--- config.mk ---
export PLATFORM = sky130hd
export DESIGN_NAME = mouse_spinner
export DESIGN_NICKNAME = d
export VERILOG_FILES = /design/src/rtl/arkanoid_input_pkg.sv /design/src/rtl/quad_sequencer.sv /design/src/rtl/mouse_spinner.sv
export SDC_FILE = /design/constraint.sdc
export NUM_CORES = 1
export LEC_CHECK = 0
export ABC_AREA = 1
export BUFFER_PORTS_ARGS = -buffer_cell sky130_fd_sc_hd__buf_2
export CAP_MARGIN = 40
export CORE_UTILIZATION = 55
export DETAILED_ROUTE_END_ITERATION = 8
export MAX_ROUTING_LAYER = met4
export PLACE_DENSITY = 0.69
export SLEW_MARGIN = 5
export SYNTH_ARGS = -nofsm -noshare
export SYNTH_HDL_FRONTEND = slang
export SYNTH_SLANG_ARGS = --single-unit
--- constraint.sdc ---
create_clock -name clk_6m -period 8.7 [get_ports clk_6m]
set_input_delay 0.435 -clock clk_6m [delete_from_list [all_inputs] [get_ports clk_6m]]
set_output_delay 0.435 -clock clk_6m [all_outputs]
set_load 0.02 [all_outputs]
--- src/rtl/arkanoid_input_pkg.sv ---
`default_nettype none
// ============================================================================
// Module      : arkanoid_input_pkg
// Description : Shared definitions for the Arkanoid spinner input path:
//               quadrature codes, forward/reverse Gray next-state tables,
//               pending-position width and saturation limits.
// Ports       : none (package)
// Revision    : 1.0 - initial release
// ============================================================================
package arkanoid_input_pkg;

  // Pending position: signed, symmetric limits so negation never overflows.
  localparam int                     c_pos_w   = 12;
  localparam logic signed [11:0]     c_pos_max = 12'sd2047;
  localparam logic signed [11:0]     c_pos_min = -12'sd2047;

  typedef enum logic [1:0] {
    QUAD_00 = 2'b00,
    QUAD_01 = 2'b01,
    QUAD_10 = 2'b10,
    QUAD_11 = 2'b11
  } quad_t;

  localparam quad_t c_quad_reset = QUAD_11;

  // Forward rotation: 00 -> 10 -> 11 -> 01 -> 00
  function automatic quad_t quad_fwd(input quad_t q);
    case (q)
      QUAD_00: quad_fwd = QUAD_10;
      QUAD_10: quad_fwd = QUAD_11;
      QUAD_11: quad_fwd = QUAD_01;
      default: quad_fwd = QUAD_00;
    endcase
  endfunction

  // Reverse rotation: 00 -> 01 -> 11 -> 10 -> 00
  function automatic quad_t quad_rev(input quad_t q);
    case (q)
      QUAD_00: quad_rev = QUAD_01;
      QUAD_01: quad_rev = QUAD_11;
      QUAD_11: quad_rev = QUAD_10;
      default: quad_rev = QUAD_00;
    endcase
  endfunction

  // Clamp a one-bit-wider sum back into the symmetric position range.
  function automatic logic signed [11:0] pos_sat(input logic signed [12:0] v);
    if (v > 13'sd2047)
      pos_sat = c_pos_max;
    else if (v < -13'sd2047)
      pos_sat = c_pos_min;
    else
      pos_sat = v[11:0];
  endfunction

endpackage
`default_nettype wire

--- src/rtl/quad_sequencer.sv ---
`default_nettype none
// ============================================================================
// Module      : quad_sequencer
// Description : Two-bit Gray-code quadrature generator. Advances one code per
//               asserted step, forward when dir=1, reverse when dir=0.
// Ports       : clk_6m  - clock (rising edge)
//               reset   - asynchronous active-low reset (state -> 2'b11)
//               step    - advance one Gray step this cycle
//               dir     - 1 = forward, 0 = reverse
//               state   - current AB quadrature code
// Revision    : 1.0 - initial release
// ============================================================================
module quad_sequencer
  import arkanoid_input_pkg::*;
(
  input  logic       clk_6m,
  input  logic       reset,
  input  logic       step,
  input  logic       dir,
  output logic [1:0] state
);

  quad_t state_q;
  quad_t state_d;

  always_comb begin
    state_d = state_q;
    if (step)
      state_d = dir ? quad_fwd(state_q) : quad_rev(state_q);
  end

  always_ff @(posedge clk_6m or negedge reset) begin
    if (!reset)
      state_q <= c_quad_reset;
    else
      state_q <= state_d;
  end

  assign state = state_q;

endmodule
`default_nettype wire

--- src/rtl/mouse_spinner.sv ---
`default_nettype none
// ============================================================================
// Module      : mouse_spinner
// Description : Converts PS/2 mouse X deltas and digital joystick left/right
//               into AB quadrature for the Arkanoid spinner input. A signed
//               pending position is accumulated from packets/joystick and
//               paid out one quadrature step per step-divider tick.
// Ports       : clk_6m       - clock (rising edge)
//               reset        - asynchronous active-low reset
//               mouse_toggle - packet strobe; every level change = new packet
//               mouse_dx     - signed 9-bit X delta of current packet
//               joy_right    - digital right (active-high)
//               joy_left     - digital left (active-high)
//               joy_fast     - use JOY_FAST magnitude instead of JOY_SLOW
//               spinner      - AB quadrature output
//               busy         - registered (pending position != 0)
// Revision    : 1.0 - initial release
// ============================================================================
module mouse_spinner
  import arkanoid_input_pkg::*;
#(
  parameter int STEP_DIV   = 375,
  parameter int JOY_PERIOD = 48000,
  parameter int JOY_SLOW   = 4,
  parameter int JOY_FAST   = 9
) (
  input  logic       clk_6m,
  input  logic       reset,
  input  logic       mouse_toggle,
  input  logic [8:0] mouse_dx,
  input  logic       joy_right,
  input  logic       joy_left,
  input  logic       joy_fast,
  output logic [1:0] spinner,
  output logic       busy
);

  localparam int DIV_W = (STEP_DIV   > 1) ? $clog2(STEP_DIV)   : 1;
  localparam int JOY_W = (JOY_PERIOD > 1) ? $clog2(JOY_PERIOD) : 1;

  localparam logic [DIV_W-1:0]   c_div_last = DIV_W'(STEP_DIV - 1);
  localparam logic [JOY_W-1:0]   c_joy_last = JOY_W'(JOY_PERIOD - 1);
  localparam logic signed [11:0] c_joy_slow = 12'(JOY_SLOW);
  localparam logic signed [11:0] c_joy_fast = 12'(JOY_FAST);

  logic                toggle_q, toggle_d;
  logic [DIV_W-1:0]    div_q, div_d;
  logic [JOY_W-1:0]    joy_q, joy_d;
  logic signed [11:0]  pos_q, pos_d;
  logic                busy_q, busy_d;

  logic                step_tick;
  logic                packet;
  logic                step_en;
  logic                step_dir;
  logic                joy_active;
  logic                joy_load;
  logic signed [11:0]  step_pos;
  logic signed [11:0]  dx_ext;
  logic signed [11:0]  joy_mag;
  logic signed [12:0]  sum;

  always_comb begin
    step_tick  = (div_q == c_div_last);
    packet     = (mouse_toggle != toggle_q);
    toggle_d   = mouse_toggle;
    div_d      = step_tick ? '0 : div_q + DIV_W'(1);

    // Steps only pay out a non-zero position; direction follows its sign.
    step_en    = step_tick && (pos_q != 12'sd0);
    step_dir   = !pos_q[11];

    step_pos   = pos_q;
    if (step_en)
      step_pos = step_dir ? pos_q - 12'sd1 : pos_q + 12'sd1;

    // Packet evaluated against the already-stepped position. Sign is taken
    // from the sign bits, so dx=0 counts as non-negative.
    dx_ext     = {{3{mouse_dx[8]}}, mouse_dx};
    sum        = {step_pos[11], step_pos} + {dx_ext[11], dx_ext};
    pos_d      = step_pos;
    if (packet) begin
      if ((step_pos == 12'sd0) || (step_pos[11] == mouse_dx[8]))
        pos_d = pos_sat(sum);
      else
        pos_d = dx_ext;
    end

    joy_active = joy_right || joy_left;
    joy_load   = joy_active && (joy_q == c_joy_last);
    joy_d      = (joy_active && !joy_load) ? joy_q + JOY_W'(1) : '0;
    joy_mag    = joy_fast ? c_joy_fast : c_joy_slow;
    // Joystick load wins over any packet/step result for the position.
    if (joy_load)
      pos_d = joy_right ? joy_mag : -joy_mag;

    busy_d     = (pos_q != 12'sd0);
  end

  always_ff @(posedge clk_6m or negedge reset) begin
    if (!reset) begin
      toggle_q <= 1'b0;
      div_q    <= '0;
      joy_q    <= '0;
      pos_q    <= 12'sd0;
      busy_q   <= 1'b0;
    end else begin
      toggle_q <= toggle_d;
      div_q    <= div_d;
      joy_q    <= joy_d;
      pos_q    <= pos_d;
      busy_q   <= busy_d;
    end
  end

  quad_sequencer u_quad_sequencer (
    .clk_6m (clk_6m),
    .reset  (reset),
    .step   (step_en),
    .dir    (step_dir),
    .state  (spinner)
  );

  assign busy = busy_q;

endmodule
`default_nettype wire

==> flow_metrics.tcl <==
set metrics [dict create \
    syn_inst 629 \
    clk_path_buf_depth 2 \
    synthTopCellsByCount "nand2_1, inv_1, nand3_1" \
    worstMarginPinSlew_ns 0.740 \
    rows 30 \
    grt_pass1_vias 3468 \
    period_minus_slack_ns 4.21 \
    syn_area_mm2 0.00390 \
    syn_nets 674 \
    vias 3765 \
    status "complete, no violations" \
    fin_crit_sh_pct 48.4 \
    wl_per_cell_um 12.2 \
    routed_wl_mm 9.12 \
    powerDensity_mw_per_mm2 356 \
    grt_pass1_wl_mm 15.6 \
    finalClockSkew_ns 0.0102 \
    path_class "register to register" \
    root_buffer "clkbuf_8" \
    synth_top_area_cell "dfrtp_1" \
    required_ns 8.94 \
    n_antenna_cell 0 \
    die_w_um 86.2 \
    relSlewSlack_pct 50.3 \
    area_growth_pct 8.67 \
    ant_nets 0 \
    critical_path.startpoint_type "register" \
    hold_violations 0 \
    grt.total_usage_pct 27.1 \
    grt_antenna_before_repair 0 \
    cts_setup_buffers 0 \
    avgSynthCellArea_um2 6.20 \
    vdd_ir_drop_max_uv 162 \
    leakagePower_uw 0.00237 \
    grt-ovfl-total 0 \
    place_ws_ns 4.59 \
    clock.fmax_mhz 238 \
    drive_gt1_share_pct 7.38 \
    cts_buffers 5 \
    synth_seq_cells 41 \
    yosysUniqueCellTypes 38 \
    report.final.slew_viol_count 0 \
    fin_area_mm2 0.00424 \
    dr.pass1.iters 4 \
    ys_seq_area_share_pct 26.4 \
    io_pins 18 \
    synthArstFlopShare_pct 100 \
    cp_max_fo 13 \
    synth_edf_count 0 \
    cts-htree-levels 2 \
    yosys.cell_count.top_type "nand2_1" \
    port_buffers 17 \
    grt_start_max_net_pins 25 \
    synth_top_cells_by_area "dfrtp_1, nand2_1, inv_1, ha_1, nand3_1" \
    cts_num_sinks 41 \
    synth_top_area_share_pct 25.0 \
    final_cells 746 \
    worstSetupEndpointType "register" \
    ff2ff_path_depth 23 \
    post_cts_resized 0 \
    postPlaceCellArea_mm2 0.00410 \
    cap_violations 0 \
    cts_tree "yes" \
    holdBufCountCts 0 \
    place_hpwl_mm 7.56 \
    route.detailed.drc 0 \
    synth-main-ff-cell "dfrtp_1" \
    rsz0062_at_grt "false" \
    start_util_pct 57.1 \
    finalSetupViolations 0 \
    clk_latency_ns 0.30 \
    hp-class "input pin to asynchronous set/reset pin" \
    drt_iter0_markers 157 \
    path_clk_slew_ns 0.09 \
    worst-r2r-setup-slack_ns 4.49 \
    dieArea_mm2 0.00743 \
    finalWeightedCongestion 0.942 \
    place_inst 738 \
    layout_setup_ws_ns 4.49 \
    cp.arrival_ns 4.45 \
    ys_warn_count 0 \
    viasPerCell 5.05 \
    core_mm2 0.00683 \
    layout.nets 694 \
    die-height_um 86.2 \
    holdWs_ns 0.0759 \
    setup_tns_ns 0 \
]
## where the power goes
group / total [uW] / leakage [uW] / switching, uW / internal (uW)
Sequential: 266 / 0.000506 / 39.9 / 226
Clock: 189 / 0.0000687 / 73.0 / 116
Combinational: 1050 / 0.00179 / 681 / 371
Total: 1510 / 0.00237 / 794 / 713
## layout make-up
class / instances / area (um2)
Fill cell: 713 / 2600
Multi-Input combinational cell: 480 / 2450
Sequential cell: 41 / 1030
Inverter: 103 / 387
Tap cell: 96 / 120
Timing Repair Buffer: 18 / 113
Clock buffer: 5 / 68.8
Clock inverter: 3 / 68.8
## layer usage
metal | global-route usage (%) | vias up | share of wire, %
li1 | - | 2025 | -
met1 | 35.8 | 1685 | 48
met2 | 45.2 | 45 | 48
met3 | 3.14 | 10 | 2.5
met4 | 5.45 | 0 | 1.2
met5 | - | - | 0
## cells by family (layout without fill, tap and decap cells)
logic type	after synthesis	in the layout	share of synthesized area (%)
buf+inv	108	129	10.8
fa+ha+maj	30	30	10.0
xor+xnor	8	8	1.80
flops	41	41	26.4
compound gates	63	63	8.48
simple gates	379	379	42.6
## critical path: stages (launching register included)
cell and delay, ns:
dfrtp_1 0.44, inv_1 0.23, ha_1 0.48, nand3_1 0.11
nand3_1 0.13, nand3_1 0.11, nand2_1 0.09, nand2_1 0.06
a21oi_2 0.19, inv_1 0.11, ha_1 0.60, inv_1 0.16
nor3_1 0.20, nand2_1 0.07, nand3_1 0.08, xor2_1 0.32
inv_1 0.10, nand2_1 0.24, nand2_1 0.10, nand2_1 0.07
nand2_1 0.06, nand3_1 0.06, nand2_1 0.08, nand2_1 0.06
## final timing paths
kind,start,end
hold reg to reg,joy_q[0],joy_q[0]
setup / recovery,pos_q[11],pos_q[2]
hold / removal,reset,busy
max in group asynchronous,reset,u_quad_sequencer.state[0]
min in group clk_6m,mouse_toggle,toggle_q
setup reg to reg,pos_q[11],pos_q[2]
## flip-flops by register name, indices dropped and copies added, names as in the netlist
register and cells:
u_quad_sequencer.state 2, pos_q 12, div_q 9, busy 1, joy_q 16, toggle_q 1
## placed cells by master (no fill, tap or decap), types with 2 or more instances in the layout
master	count
or2_1	2
fa_1	2
nor4_1	2
ha_1	28
nor2_1	45
nor2_4	3
o21a_1	2
nor2_2	3
nand3_2	3
clkbuf_8	5
nand2_4	2
a21oi_1	37
nand2_2	3
or2_2	2
bufinv_16	2
dfstp_2	2
dfrtp_1	39
xnor2_1	4
nand3_1	54
nand2_1	227
buf_2	17
nand4_1	6
nor3_1	14
xor2_1	4
o21ai_0	20
nand3b_1	8
or2_0	2
inv_1	101
## metrics by stage
stage | utilization, % | total power (uW)
floorplan | - | 1090
finish | 62.0 | 1510
global route | 62.0 | 1680
detailed placement | 60.0 | 1310
global placement | 59.6 | 1300
CTS | 62.0 | 1500
No activity file was read; power rests on OpenSTA's default activity.
